`config.mk`:
```
export PLATFORM = sky130hd
export DESIGN_NAME = memory_port_arbiter
export DESIGN_NICKNAME = d
export VERILOG_FILES = /design/src/rtl/memory_port_arbiter.sv
export SDC_FILE = /design/constraint.sdc
export NUM_CORES = 1
export LEC_CHECK = 0
export CAP_MARGIN = 10
export CORE_AREA = 2 2 282 284
export DETAILED_ROUTE_END_ITERATION = 16
export DIE_AREA = 0 0 284 286
export PLACE_DENSITY = 0.35
export SYNTH_ARGS = -nofsm -noshare
export SYNTH_HDL_FRONTEND = slang
export SYNTH_SLANG_ARGS = --single-unit
```
`constraint.sdc`:
```
create_clock -name clock -period 2.5 [get_ports clock]
set_input_delay 0.625 -clock clock [delete_from_list [all_inputs] [get_ports clock]]
set_output_delay 0.625 -clock clock [all_outputs]
set_load 0.02 [all_outputs]
```
`src/rtl/memory_port_arbiter.sv`:
```
// ---------------------------------------------------------------------------
// memory_port_arbiter
//
// Shares the single main-memory port between the instruction cache and the
// data cache. One cache at a time owns the port; the grant is held until the
// memory completes, followed by one RELEASE cycle with all commands low so
// the memory sees the deassertion before the next transaction.
//
// Optional feature macro: ARB_ROUND_ROBIN_EN
//   defined   : simultaneous requests go to the cache not served last
//   undefined : fixed priority, the dcache wins simultaneous requests
//
// Ports
//   clock, reset           system clock; synchronous active-high reset
//   i_read, i_address      icache block-read request and address
//   i_readdata, i_busywait block returned to icache, icache stall
//   d_read, d_write        dcache block read / write-back request
//   d_address, d_writedata dcache block address and write-back block
//   d_readdata, d_busywait block returned to dcache, dcache stall
//   mem_read, mem_write    memory commands
//   mem_address            memory block address
//   mem_writedata          memory write block
//   mem_readdata           memory read block
//   mem_busywait           memory busy
// ---------------------------------------------------------------------------
module memory_port_arbiter #(
  parameter int ADDR_WIDTH = 28,
  parameter int DATA_WIDTH = 128
) (
  input  logic                  clock,
  input  logic                  reset,
  input  logic                  i_read,
  input  logic [ADDR_WIDTH-1:0] i_address,
  output logic [DATA_WIDTH-1:0] i_readdata,
  output logic                  i_busywait,
  input  logic                  d_read,
  input  logic                  d_write,
  input  logic [ADDR_WIDTH-1:0] d_address,
  input  logic [DATA_WIDTH-1:0] d_writedata,
  output logic [DATA_WIDTH-1:0] d_readdata,
  output logic                  d_busywait,
  output logic                  mem_read,
  output logic                  mem_write,
  output logic [ADDR_WIDTH-1:0] mem_address,
  output logic [DATA_WIDTH-1:0] mem_writedata,
  input  logic [DATA_WIDTH-1:0] mem_readdata,
  input  logic                  mem_busywait
);

  typedef enum logic [1:0] {
    IDLE    = 2'd0,
    GRANT_I = 2'd1,
    GRANT_D = 2'd2,
    RELEASE = 2'd3
  } state_t;

  state_t state;
  state_t next_state;
  state_t arb_choice;

  logic issue;        // first cycle of a grant: mem_busywait is not yet valid
  logic d_op_write;   // dcache operation latched at grant start (write wins)
  logic d_req;
  logic d_wins_tie;
  logic start_grant;
  logic grant_i;
  logic grant_d;
  logic complete;
  logic i_complete;
  logic d_complete;

  assign d_req = d_read | d_write;

`ifdef ARB_ROUND_ROBIN_EN
  // Remembers which cache completed last; 0 = icache (reset value).
  logic last_d;
  assign d_wins_tie = ~last_d;
`else
  assign d_wins_tie = 1'b1;
`endif

  // Reset gates the grant immediately, so the memory command and any
  // completion vanish in the very cycle reset is sampled high.
  assign grant_i    = ~reset & (state == GRANT_I);
  assign grant_d    = ~reset & (state == GRANT_D);
  assign complete   = (grant_i | grant_d) & ~issue & ~mem_busywait;
  assign i_complete = grant_i & complete;
  assign d_complete = grant_d & complete;

  assign start_grant = ((state == IDLE) || (state == RELEASE)) && (arb_choice != IDLE);

  // State register
  always_ff @(posedge clock) begin
    // NOTE: non-blocking assignments so every register samples pre-edge values.
    if (reset) begin
      state      <= IDLE;
      issue      <= 1'b0;
      d_op_write <= 1'b0;
    end else begin
      state <= next_state;
      issue <= start_grant;
      if (start_grant && (arb_choice == GRANT_D)) begin
        d_op_write <= d_write;
      end
    end
  end

`ifdef ARB_ROUND_ROBIN_EN
  always_ff @(posedge clock) begin
    if (reset) begin
      last_d <= 1'b0;
    end else if (i_complete) begin
      last_d <= 1'b0;
    end else if (d_complete) begin
      last_d <= 1'b1;
    end
  end
`endif

  // Next-state logic
  always_comb begin
    // NOTE: every variable gets a default first so no latch is inferred.
    arb_choice = IDLE;
    next_state = state;

    if (d_req && (!i_read || d_wins_tie)) begin
      arb_choice = GRANT_D;
    end else if (i_read) begin
      arb_choice = GRANT_I;
    end

    case (state)
      IDLE, RELEASE: next_state = arb_choice;
      GRANT_I, GRANT_D: begin
        if (complete) begin
          next_state = RELEASE;
        end
      end
      default: next_state = IDLE;
    endcase
  end

  // Output logic
  always_comb begin
    mem_read      = 1'b0;
    mem_write     = 1'b0;
    mem_address   = '0;
    mem_writedata = '0;

    if (grant_i) begin
      mem_read    = 1'b1;
      mem_address = i_address;
    end else if (grant_d) begin
      mem_read      = ~d_op_write;
      mem_write     = d_op_write;
      mem_address   = d_address;
      mem_writedata = d_writedata;
    end

    i_busywait = i_read & ~i_complete;
    d_busywait = d_req & ~d_complete;
    i_readdata = i_complete ? mem_readdata : '0;
    d_readdata = (d_complete && !d_op_write) ? mem_readdata : '0;
  end

endmodule

```
==> results of run 1 <==
==> cell families (layout without fill, tap and decap cells) <==
family / count (synthesis) / count (layout) / share of synthesized area
AOI/OAI and AO/OA: 35 / 35 / 0.0920
adders and majority gates: 2 / 2 / 0.00786
buffers and inverters: 66 / 918 / 0.0928
DFF: 4 / 4 / 0.0252
and+or+nand+nor: 398 / 398 / 0.782
==> per-stage QoR <==
stage / area [µm²] / instances / TNS (ps) / power (mW) / setup WS (ps)
floorplan: 3180 / 505 / 0 / 1.94 / 170
global placement: 12100 / 2273 / -351270 / 4.44 / -1090
detailed placement: 12100 / 2273 / -358340 / 4.40 / -1090
CTS: 13800 / 2381 / -41700 / 5.92 / -306
global route: 15000 / 2407 / -40810 / 7.10 / -306
finish: 15000 / 2407 / -24970 / 6.80 / -249
==> metal layers <==
| metal | track usage | share of wire | vias to the layer above |
|---|---|---|---|
| met2 | 0.175 | 0.51 | 416 |
| met1 | 0.112 | 0.39 | 3441 |
| met5 | 0 | 0.00084 | - |
| met4 | 0.0118 | 0.017 | 6 |
| li1 | - | - | 3393 |
| met3 | 0.0243 | 0.079 | 40 |
==> worst register-to-register path, delay by kind of cell, from the launching register on <==
family / cells / cell delay [ps]
DFF: 1 / 310
AOI/OAI and AO/OA: 2 / 400
and+or+nand+nor: 1 / 200
buffers and inverters: 4 / 520
==> power groups by stage <==
stage	Combinational [mW]	Clock (mW)	Sequential, mW
after detailed placement	4.29	0	0.110
after CTS	5.55	0.258	0.110
after global placement	4.33	0	0.108
after global routing	6.72	0.260	0.113
final	6.44	0.253	0.110
after floorplan	1.83	0	0.107
==> state kept, by name, summed over array words and instances, names as in the netlist <==
name        cells
d_op_write      1
issue           1
state           2
==> path summary, 6_finish.rpt <==
path | start | slack (ps) | endpoint | cells past startpoint
setup reg to reg | issue | 960 | state[0] | 7
setup / recovery | reset | -250 | i_readdata[117] | 11
hold / removal | d_op_write | 610 | d_op_write | 3
hold reg to reg | d_op_write | 610 | d_op_write | 3
==> synth_stat cells, drive strengths merged <==
library cell,instances
and2,257
and3,129
clkbuf,53
a22o,28
buf,10
nor2,5
dfxtp,4
inv,3
a21oi,2
a221oi,2
ha,2
nand2,2
nor3,2
nor3b,2
a21boi,1
a22oi,1
nor2b,1
o21ai,1
==> timing repair <==
item	CTS	global route
pin swaps	40	87
cloned	29	16
setup endpoints to repair	416	411
gates resized for setup	1853	726
hold buffers	0	0
buffers inserted	76	39
==> cells in the final DEF (no fill, tap or decap), drive strengths merged, types with 2 or more instances in the layout <==
| master | netlist | final |
|---|---|---|
| clkdlybuf4s15 | 0 | 3 |
| clkdlybuf4s50 | 0 | 315 |
| nand2 | 2 | 2 |
| dlymetal6s2s | 0 | 9 |
| clkbuf | 53 | 47 |
| nor2 | 5 | 5 |
| nor3b | 2 | 2 |
| a21oi | 2 | 2 |
| inv | 3 | 3 |
| and2 | 257 | 257 |
| a22o | 28 | 28 |
| nor3 | 2 | 2 |
| a221oi | 2 | 2 |
| ha | 2 | 2 |
| and3 | 129 | 129 |
| buf | 10 | 541 |
| dfxtp | 4 | 4 |
==> layout make-up <==
cell class / count / area [µm²] / area share
timing repair buffer: 912 / 9900 / 0.658
multi-input combinational: 435 / 3650 / 0.243
tap: 1050 / 1310 / 0.0874
sequential: 4 / 82.6 / 0.00549
clock buffer: 3 / 75.1 / 0.00499
inverter: 3 / 13.8 / 0.000915
==> impl_metrics.env, run 1 <==
export IMPL_outcome="finished, violations left"
export IMPL_violations="setup timing"
export IMPL_wirelength_um=44300
export IMPL_cts_root_buf="clkbuf_16"
export IMPL_nNetsFinal=1679
export IMPL_fin_crit_sh=1.10
export IMPL_switching_share=0.436
export IMPL_ys_types=25
export IMPL_fillers=8803
export IMPL_gp_congestion=0.907
export IMPL_drive_above_1_share=0.620
export IMPL_dp_hpwl_um=31200
export IMPL_ys_seq_area_frac=0.0252
export IMPL_peakVddDrop_v=0.000264
export IMPL_port_buffer_count=733
export IMPL_h_tree_depth=1
export IMPL_via_count=7296
export IMPL_clk_latency_ps=230
export IMPL_cap_violations=0
export IMPL_cts_clk_slew_worst_paths_ps=30
export IMPL_hold_viol=0
export IMPL_area_delta_synth_final_pct=372
export IMPL_track_usage=0.0947
export IMPL_period_needed_ps=2750
export IMPL_fp_dieW_um=284
export IMPL_drt_pass1_iter_count=4
export IMPL_crit_family="buffers and inverters"
export IMPL_avgSynthCellArea_um2=6.30
export IMPL_p_leak_nw=7.07
export IMPL_die_area_um2=81200
export IMPL_p_int_mw=3.84
export IMPL_synthTopCellsByArea="and2_1 (51%), and3_1 (25%), a22o_1 (7.7%)"
export IMPL_rows=103
export IMPL_end_kind="primary output"
export IMPL_drt_iter0_drc=158
export IMPL_synth_top_area_cell="and2_1"
export IMPL_drcViolationCount=0
export IMPL_syn_area_um2=3180
export IMPL_core_area_um2=78400
export IMPL_grt_pass1_vias=7232
export IMPL_power_density_nw_per_um2=452
export IMPL_n_antenna_cell=0
export IMPL_fin_worst_skew_ps=0.801
export IMPL_tightest_slew_ps=279
export IMPL_timing_hold_ws_ps=610
export IMPL_synth_warnings=0
export IMPL_slew_viol_final=0
export IMPL_startpoint_type="primary input"
export IMPL_path_common_cell="buf_12"
export IMPL_arrival_ps=2120
export IMPL_cts_tree="built"
export IMPL_fin_ws_ps=-249
export IMPL_power_frac_comb=0.947
export IMPL_synth_nets=825
export IMPL_cts_made_buffers=3
export IMPL_critical_path_class="in -> out"
export IMPL_grt_pass1_wl_um=56200
export IMPL_io_pins=734
export IMPL_fin_util=0.192
export IMPL_yosys_area_top_type_share=0.505
export IMPL_synth_seq_cells=4
export IMPL_path_cells="buf_8, nor3_4, buf_6, buf_12, buf_12, buf_12, buf_12, buf_16, buf_6, and3_4, buf_6"
export IMPL_antenna_found_initial=9
export IMPL_ant_nets=0
export IMPL_cp_max_fo=5
export IMPL_rsz0062_at_grt="yes"
export IMPL_viasPerCell=3.03
export IMPL_wl_per_cell_um=18.4
export IMPL_die_h_um=286
export IMPL_p_seq_frac=0.016
export IMPL_clk_path_buf_depth=2
export IMPL_critPathBufInv=9
export IMPL_netlist_instances=505
export IMPL_max_freq_mhz=364
export IMPL_overflow=0
export IMPL_grt_start_max_net_pins=54
export IMPL_clkSinkCount=4
export IMPL_initial_core_util=0.0406
export IMPL_setup_viol=265
export IMPL_slowest_delay_ps=210
export IMPL_critPathSlowestCell="nor3_4"
export IMPL_hold_path_class="reg -> reg"
export IMPL_p_clk_frac=0.037
export IMPL_p_switching_mw=2.96
export IMPL_slew_headroom=0.814
export IMPL_required_ps=1880
Power figures use the tool's default switching activity.
==> inputs of run 2 (changes only) <==
--- a/config.mk
+++ b/config.mk
@@ -9,7 +9,7 @@
 export CORE_AREA = 2 2 282 284
 export DETAILED_ROUTE_END_ITERATION = 16
 export DIE_AREA = 0 0 284 286
-export PLACE_DENSITY = 0.35
+export PLACE_DENSITY = 0.3
 export SYNTH_ARGS = -nofsm -noshare
 export SYNTH_HDL_FRONTEND = slang
 export SYNTH_SLANG_ARGS = --single-unit
==> constraint.sdc (replaced) <==
create_clock -name clock -period 2.5 [get_ports clock]
set_input_delay 0.625 -clock clock [delete_from_list [all_inputs] [get_ports clock]]
set_output_delay 0.625 -clock clock [all_outputs]
set_load 0.01 [all_outputs]
==> impl_metrics.env, run 2 (synthesis results as in run 1) <==
export IMPL_startpoint_type="primary input"
export IMPL_slowest_delay_ps=190
export IMPL_largest_reg_flops=2
export IMPL_crit_cells=11
export IMPL_fin_worst_skew_ps=1.42
export IMPL_finalSetupTns_ps=-9140
export IMPL_nNetsFinal=1652
export IMPL_antenna_found_initial=7
export IMPL_cts_clk_slew_worst_paths_ps=30
export IMPL_ff2ff_path_depth=8
export IMPL_clk_path_buf_depth=2
export IMPL_die_h_um=286
export IMPL_arrival_ps=2050
export IMPL_ant_nets=0
export IMPL_min_from="state[1]"
export IMPL_whs_path_depth=2
export IMPL_violations="setup timing"
export IMPL_tightest_slew_ps=257
export IMPL_required_ps=1880
export IMPL_power_frac_comb=0.935
export IMPL_top_regs="state: 2 flops, d_op_write: 1 flops, issue: 1 flops"
export IMPL_layout_common_cells="clkdlybuf4s50_1 (315), buf_6 (197), and2_1 (150)"
export IMPL_grt_pass1_vias=7526
export IMPL_slew_headroom=0.828
export IMPL_hold_path_class="reg -> reg"
export IMPL_drive_above_1_share=0.491
export IMPL_wl_per_cell_um=19.4
export IMPL_cap_violations=0
export IMPL_final_common_cell="clkdlybuf4s50_1"
export IMPL_cts_made_buffers=3
export IMPL_drcViolationCount=0
export IMPL_r2r_start="issue"
export IMPL_critPathBufInv=9
export IMPL_p_leak_nw=7.88
export IMPL_grt_start_max_net_pins=46
export IMPL_area_delta_synth_final_pct=350
export IMPL_fp_dieW_um=284
export IMPL_critPathLaunch="mem_busywait"
export IMPL_power_density_nw_per_um2=394
export IMPL_peakVddDrop_v=0.000243
export IMPL_via_count=7194
export IMPL_clkSinkCount=4
export IMPL_core_area_um2=78400
export IMPL_port_buffer_count=733
export IMPL_max_freq_mhz=374
export IMPL_fin_util=0.183
export IMPL_initial_core_util=0.0406
export IMPL_rsz0062_at_grt="yes"
export IMPL_cts_root_buf="clkbuf_16"
export IMPL_overflow=0
export IMPL_p_clk_frac=0.045
export IMPL_die_area_um2=81200
export IMPL_drt_pass1_iter_count=6
export IMPL_period_needed_ps=2670
export IMPL_critPathSlowestCell="nor3_4"
export IMPL_crit_family="buffers and inverters"
export IMPL_h_tree_depth=1
export IMPL_io_pins=734
export IMPL_top_register="state"
export IMPL_setup_viol=159
export IMPL_rows=103
export IMPL_wirelength_um=46200
export IMPL_end_kind="primary output"
export IMPL_clk_latency_ps=230
export IMPL_fin_crit_sh=1.07
export IMPL_drt_iter0_drc=180
export IMPL_fin_ws_ps=-174
export IMPL_path_cells="buf_8, nor3_4, buf_6, buf_12, buf_12, buf_8, buf_8, buf_16, buf_6, and3_4, buf_6"
export IMPL_slew_viol_final=0
export IMPL_hold_viol=0
export IMPL_p_switching_mw=2.34
export IMPL_cts_tree="built"
export IMPL_gp_congestion=0.902
export IMPL_dp_hpwl_um=32900
export IMPL_critical_path_class="in -> out"
export IMPL_p_seq_frac=0.020
export IMPL_outcome="finished, violations left"
export IMPL_cp_max_fo=6
export IMPL_p_int_mw=3.31
export IMPL_switching_share=0.414
export IMPL_viasPerCell=3.02
export IMPL_track_usage=0.0944
export IMPL_grt_pass1_wl_um=56200
## run 2: cell types whose count changed in the layout (fill, tap and decap cells not counted), moves of 31 or more
cell,change
buf_6,-130
and2_1,+72
and2_4,-72
clkbuf_2,+31
buf_4,-58
dlymetal6s2s_1,+75
buf_2,+44
## run 2: worst paths after layout
| path | end | slack (ps) |
|---|---|---|
| max | i_readdata[88] | -170 |
| min | state[1] | 560 |
| max reg2reg | state[0] | 990 |
| min reg2reg | state[1] | 560 |
## run 2: repair_timing
item                       CTS  global route
setup buffers               43            47
pin swaps                   16            49
gates cloned                14            22
setup endpoints to repair  416           391
resized for setup          941           858
hold buffers                 0             0
## run 2: per-layer routing
| layer | vias up | part of all wire | GRT usage |
|---|---|---|---|
| met5 | - | 0.00052 | 0 |
| met4 | 4 | 0.021 | 0.0186 |
| met3 | 40 | 0.074 | 0.0259 |
| met2 | 474 | 0.56 | 0.199 |
| met1 | 3343 | 0.34 | 0.0893 |
| li1 | 3333 | - | - |
## run 2: per-stage QoR
step | worst slack [ps] | instances | area [µm²] | hold slack (ps) | total power, mW
floorplan | 236 | 505 | 3180 | 478 | 1.45
global placement | -968 | 2266 | 12000 | 544 | 4.01
detailed placement | -967 | 2266 | 12000 | 542 | 3.97
CTS | -336 | 2325 | 12900 | 566 | 4.60
global route | -240 | 2381 | 14300 | 644 | 5.97
finish | -174 | 2382 | 14300 | 556 | 5.65
## run 2: cell type report
| class | instances | area (µm²) |
|---|---|---|
| Antenna cell | 2 | 5.00 |
| Clock buffer | 3 | 75.1 |
| Fill cell | 8813 | 64000 |
| Inverter | 3 | 13.8 |
| Multi-Input combinational cell | 436 | 3410 |
| Sequential cell | 4 | 82.6 |
| Tap cell | 1050 | 1310 |
| Timing Repair Buffer | 884 | 9420 |
## run 2: power groups by stage
stage / registers (mW) / logic [mW] / clock network, mW
final: 0.116 / 5.28 / 0.251
after global routing: 0.119 / 5.60 / 0.258
after CTS: 0.111 / 4.24 / 0.250
after detailed placement: 0.110 / 3.86 / 0
after global placement: 0.110 / 3.90 / 0
after floorplan: 0.107 / 1.34 / 0
## run 2: worst reg2reg max path: stages, from the launching register on
cell,delay (ps)
dfxtp_1,310
nor3_4,140
buf_6,140
buf_12,130
buf_12,120
buf_4,110
buf_12,100
o21ai_0,90
a221oi_1,260
==> inputs of run 3 (changes only) <==
==> constraint.sdc (replaced) <==
create_clock -name clock -period 2.5 [get_ports clock]
set_input_delay 0.375 -clock clock [delete_from_list [all_inputs] [get_ports clock]]
set_output_delay 0.375 -clock clock [all_outputs]
set_load 0.01 [all_outputs]
==> impl_metrics.env, run 3 (synthesis results as in run 1) <==
export IMPL_stdcell_area_um2=12200
export IMPL_p_clk_frac=0.063
export IMPL_fin_crit_sh=0.998
export IMPL_drt_pass1_iter_count=4
export IMPL_drcViolationCount=0
export IMPL_period_needed_ps=2490
export IMPL_startpoint_type="primary input"
export IMPL_power_density_nw_per_um2=327
export IMPL_hold_path_class="reg -> reg"
export IMPL_max_freq_mhz=401
export IMPL_power_frac_comb=0.908
export IMPL_initial_core_util=0.0406
export IMPL_cp_max_fo=7
export IMPL_end_kind="primary output"
export IMPL_final_cell_count_no_fill=2276
export IMPL_outcome="complete, no violations"
export IMPL_drive_above_1_share=0.0482
export IMPL_via_count=6535
export IMPL_peakVddDrop_v=0.000247
export IMPL_p_leak_nw=7.36
export IMPL_area_delta_synth_final_pct=285
export IMPL_fillers=9103
export IMPL_critPathSlowestCell="clkdlybuf4s50_1"
export IMPL_fin_worst_skew_ps=2.57
export IMPL_fin_util=0.156
export IMPL_slowest_delay_ps=530
export IMPL_clkSinkCount=4
export IMPL_switching_share=0.448
export IMPL_clk_path_buf_depth=2
export IMPL_r2r_start="issue"
export IMPL_nNetsFinal=1546
export IMPL_cts_made_buffers=3
export IMPL_ant_nets=0
export IMPL_drt_iter0_drc=177
export IMPL_p_switching_mw=1.80
export IMPL_io_pins=734
export IMPL_slew_headroom=0.704
export IMPL_die_area_um2=81200
export IMPL_hold_viol=0
export IMPL_core_area_um2=78400
export IMPL_grt_pass1_vias=6826
export IMPL_critical_path_class="in -> out"
export IMPL_grt_pass1_wl_um=51400
export IMPL_top_regs="state: 2 flops, d_op_write: 1 flops, issue: 1 flops"
export IMPL_wl_per_cell_um=17.2
export IMPL_required_ps=2120
export IMPL_rows=103
export IMPL_tightest_slew_ps=444
export IMPL_finalSetupTns_ps=0
export IMPL_cts_root_buf="clkbuf_16"
export IMPL_path_common_cell="buf_4"
export IMPL_layout_common_cells="clkdlybuf4s50_1 (429), and2_1 (257), dlygate4sd2_1 (208)"
export IMPL_slew_viol_final=0
export IMPL_die_h_um=286
export IMPL_rsz0062_at_grt="yes"
export IMPL_whs_path_depth=2
export IMPL_largest_reg_flops=2
export IMPL_p_seq_frac=0.029
export IMPL_fp_dieW_um=284
export IMPL_p_int_mw=2.21
export IMPL_postPlaceCellArea_um2=11900
export IMPL_whs_endpoint="state[1]"
export IMPL_cts_clk_slew_worst_paths_ps=30
export IMPL_port_buffer_count=733
export IMPL_h_tree_depth=1
export IMPL_setup_viol=0
export IMPL_antenna_found_initial=7
export IMPL_min_from="state[1]"
export IMPL_dp_hpwl_um=32400
export IMPL_final_common_cell="clkdlybuf4s50_1"
export IMPL_clk_latency_ps=230
export IMPL_gp_congestion=0.886
export IMPL_dp_cells=2254
export IMPL_cap_violations=0
export IMPL_cts_tree="built"
export IMPL_ff2ff_path_depth=6
export IMPL_path_cells="dlygate4sd2_1, nor3_4, buf_4, and3_4, buf_4, and2_1, clkdlybuf4s50_1"
export IMPL_viasPerCell=2.87
export IMPL_wirelength_um=39200
export IMPL_r2r_end="state[1]"
export IMPL_r2r_slack_ps=1030
export IMPL_arrival_ps=2120
export IMPL_top_register="state"
export IMPL_overflow=0
export IMPL_grt_start_max_net_pins=92
export IMPL_track_usage=0.0858
run 3: power by group through the flow:
| stage | Combinational [mW] | Sequential, mW | Clock [mW] |
|---|---|---|---|
| final | 3.64 | 0.116 | 0.252 |
| after detailed placement | 3.76 | 0.113 | 0 |
| after global routing | 3.93 | 0.121 | 0.261 |
| after global placement | 3.81 | 0.113 | 0 |
| after floorplan | 1.34 | 0.107 | 0 |
| after CTS | 3.61 | 0.115 | 0.257 |
run 3: per-stage QoR:
step,hold slack [ps],worst slack [ps],power (mW)
3_3_place_gp,549,-427,3.93
6_report,564,5.47,4.01
5_1_grt,579,-92.6,4.31
4_1_cts,581,-121,3.98
3_5_place_dp,546,-432,3.87
2_1_floorplan,478,697,1.45
run 3: worst max-delay path by stage:
| stage | startpoint | to | slack, ps |
|---|---|---|---|
| CTS | reset | d_readdata[27] | -120 |
| global route | state[0] | i_readdata[126] | -90 |
| detailed placement | reset | mem_writedata[93] | -430 |
| global placement | reset | mem_writedata[75] | -430 |
| floorplan | state[1] | mem_writedata[100] | 700 |
| finish | mem_busywait | d_readdata[69] | 5 |
run 3: routing by layer:
metal,track usage,vias up,part of all wire
met2,0.171,436,0.54
met1,0.0881,2954,0.35
met4,0.0189,4,0.022
li1,-,3106,-
met3,0.0226,35,0.079
met5,0,-,0.00066
run 3: worst max-delay path, delay by kind of cell:
kind | cells | cell delay [ps]
simple gates | 3 | 570
buf+inv | 4 | 1160
run 3: what timing repair did:
action / in CTS / in global routing
setup endpoints to repair: 408 / 182
pin swaps: 2 / 2
buffers inserted: 3 / 9
cloned: 1 / 4
hold buffers: 0 / 0
resized for setup: 224 / 108
endpoints found under the hold margin: 0 / 0
run 3: area by class of cell:
cell class / instances / area (µm²) / share of cell area
inverter: 3 / 11.3 / 0.000919
antenna: 2 / 5.00 / 0.000409
sequential: 4 / 81.3 / 0.00664
tap: 1050 / 1310 / 0.107
multi-input combinational: 436 / 2860 / 0.233
timing repair buffer: 778 / 7900 / 0.645
clock buffer: 3 / 75.1 / 0.00613
==> variant: new RTL, flow settings as in run 3 <==
Encoding of `state_t`: now Gray code (2 bits for 4 states).
--- a/src/rtl/memory_port_arbiter.sv
+++ b/src/rtl/memory_port_arbiter.sv
@@ -48,10 +48,10 @@
 );
 
   typedef enum logic [1:0] {
-    IDLE    = 2'd0,
-    GRANT_I = 2'd1,
-    GRANT_D = 2'd2,
-    RELEASE = 2'd3
+    IDLE    = 2'b00,
+    GRANT_I = 2'b01,
+    GRANT_D = 2'b11,
+    RELEASE = 2'b10
   } state_t;
 
   state_t state;
Check against the original RTL: no difference found for any inputs over 4 cycles, from zero or initial values and one cycle with reset high; so few cycles prove little.
==> variant against run 3 <==
  * Wire length rose by 15%
  * Highest routed layer unchanged
  * Global-route usage up 1.7 points
  * Synthesized area is 0.63% higher
  * First-iteration DRC count increased by 5.6%
  * Final area shrank 0.24%
  * Setup slack improved by 0.053 ns
  * Sequential cell count did not move
Power is not compared: it rests on default switching activity, and its combinational part moved more than twofold at a synthesized area within 25%.
==> variant: results (changes against run 3) <==
* Total Nets Final at 1557 (+0.71%)
* Buffer count excluding the clock tree in the final layout at 797 (+2.4%)
* GR Util met3 at 0.0384 (+0.0158)
* Fill cell total of the finished layout at 9107 (+0.044%)
* DRT met1 WL at 17200 um (+23%)
* Top cells by count, synth: sky130_fd_sc_hd__and2_1, sky130_fd_sc_hd__and3_1, sky130_fd_sc_hd__clkbuf_1
* Count of non-CTS inverters in the layout at 1 (-2)
* Antenna diode instance count at 13 (+11)
* Max FO, Critical Path at 19 (+12)
* Share of post-route cells with drive strength above 1 at 0.0703 (+0.0221)
* Global-route usage over all layers at 0.103 (+0.0172)
* Post-DP HPWL at 37100 um (+14%)
* Most Crowded Layer GR: met2
* Post-Place Setup Slack at -0.537 ns (-0.105 ns)
* Count of distinct cell types in the synthesized netlist at 19 (-24%)
* Arrival time of the worst setup path at 2.07 ns (-0.05 ns)
* Number of antenna violations at the first check in global routing at 18 (+11)
* WHS at 0.554 ns (-0.00992 ns)
* Pin count of the biggest net entering global routing at 38 (-59%)
* Total number of multi-input combinational cells at 432 (-0.92%)
* Drt total wl at 45200 um (+15%)
* First-pass GRT wire length at 59200 um (+15%)
* Hold crit path type: reg -> reg
* Status: finished, final reports clean
* Number of failing hold endpoints at the final stage at 0 (unchanged)
* Largest clock skew in the final design at 0.000130 ns (-0.00244 ns)
* Internal reg-to-reg setup slack at 1.35 ns (+0.32 ns)
* Average cell area after synthesis at 6.39 um^2 (+1.4%)
* Post-synthesis sequential element count at 4 (unchanged)
* Global-route track usage on met2 at 0.196 (+0.0243)
* Buffer share of cell area at 0.647 (+0.00158)
* Longest individual stage delay on the worst path at 0.58 ns (+0.05 ns)
* Measured slew at the worst slew-check pin at 0.328 ns (-0.115 ns)
* Area added between synthesis and finish at 281%
* Non-filler cells in the finished layout at 2300 (+1.1%)
* Drt first-iter violations at 187 (+5.6%)
* Sequential area share after synthesis at 0.0250 (-0.000157)
* Clock network area share at 0.00615 (+0.0000151)
* Vias per cell at 2.89 (+0.61%)
* Number of detailed-route iterations in the first pass at 4 (unchanged)
* Via count of the first global-routing pass at 6996 (+2.5%)
* Synth Net Count at 819 (-0.73%)
* Multi-input logic portion of the cell area at 0.230 (-0.00342)
* DR WL met3 at 4290 um (+38%)
* Wire length on met2 at 23400 um (+9.8%)
* Main area contributors after synthesis: sky130_fd_sc_hd__and2_1, sky130_fd_sc_hd__and3_1, sky130_fd_sc_hd__a22o_1
* Register area at 80.1 um^2 (-1.5%)
* Met1 Resource Use GR at 0.112 (+0.0242)
* Maximum operating frequency at 410 MHz (+2.2%)
* Routability Congestion at 0.880 (-0.71%)
* Dpl cell area at 12000 um^2 (+0.99%)
-- variant: timing repair --
item / CTS / global route
hold endpoints to repair: 0 / 0
setup endpoints to repair: 415 / 28
pin swaps: 3 / 0
cloned: 9 / 1
gates resized for setup: 340 / 3
buffers inserted: 9 / 2
-- variant: worst min-delay path, delay by kind of cell (launching register included) --
family | cells | cell delay [ns]
AO/OA/AOI/OAI | 2 | 0.15
flip-flops | 1 | 0.35
-- variant: cell families after synthesis --
group                  share of synthesized area
AO/OA/AOI/OAI                             0.0898
buffers and inverters                      0.112
flip-flops                                0.0250
AND/OR/NAND/NOR                            0.773
-- variant: worst paths after layout --
path / startpoint / to / cells after the start
setup / recovery: state[0]$_SDFFE_PP0P_ / mem_writedata[82] / 6
setup reg to reg: issue$_SDFF_PP0_ / state[1]$_SDFFE_PP0P_ / 5
hold reg to reg: d_op_write$_SDFFE_PP0P_ / d_op_write$_SDFFE_PP0P_ / 2
hold / removal: d_op_write$_SDFFE_PP0P_ / d_op_write$_SDFFE_PP0P_ / 2
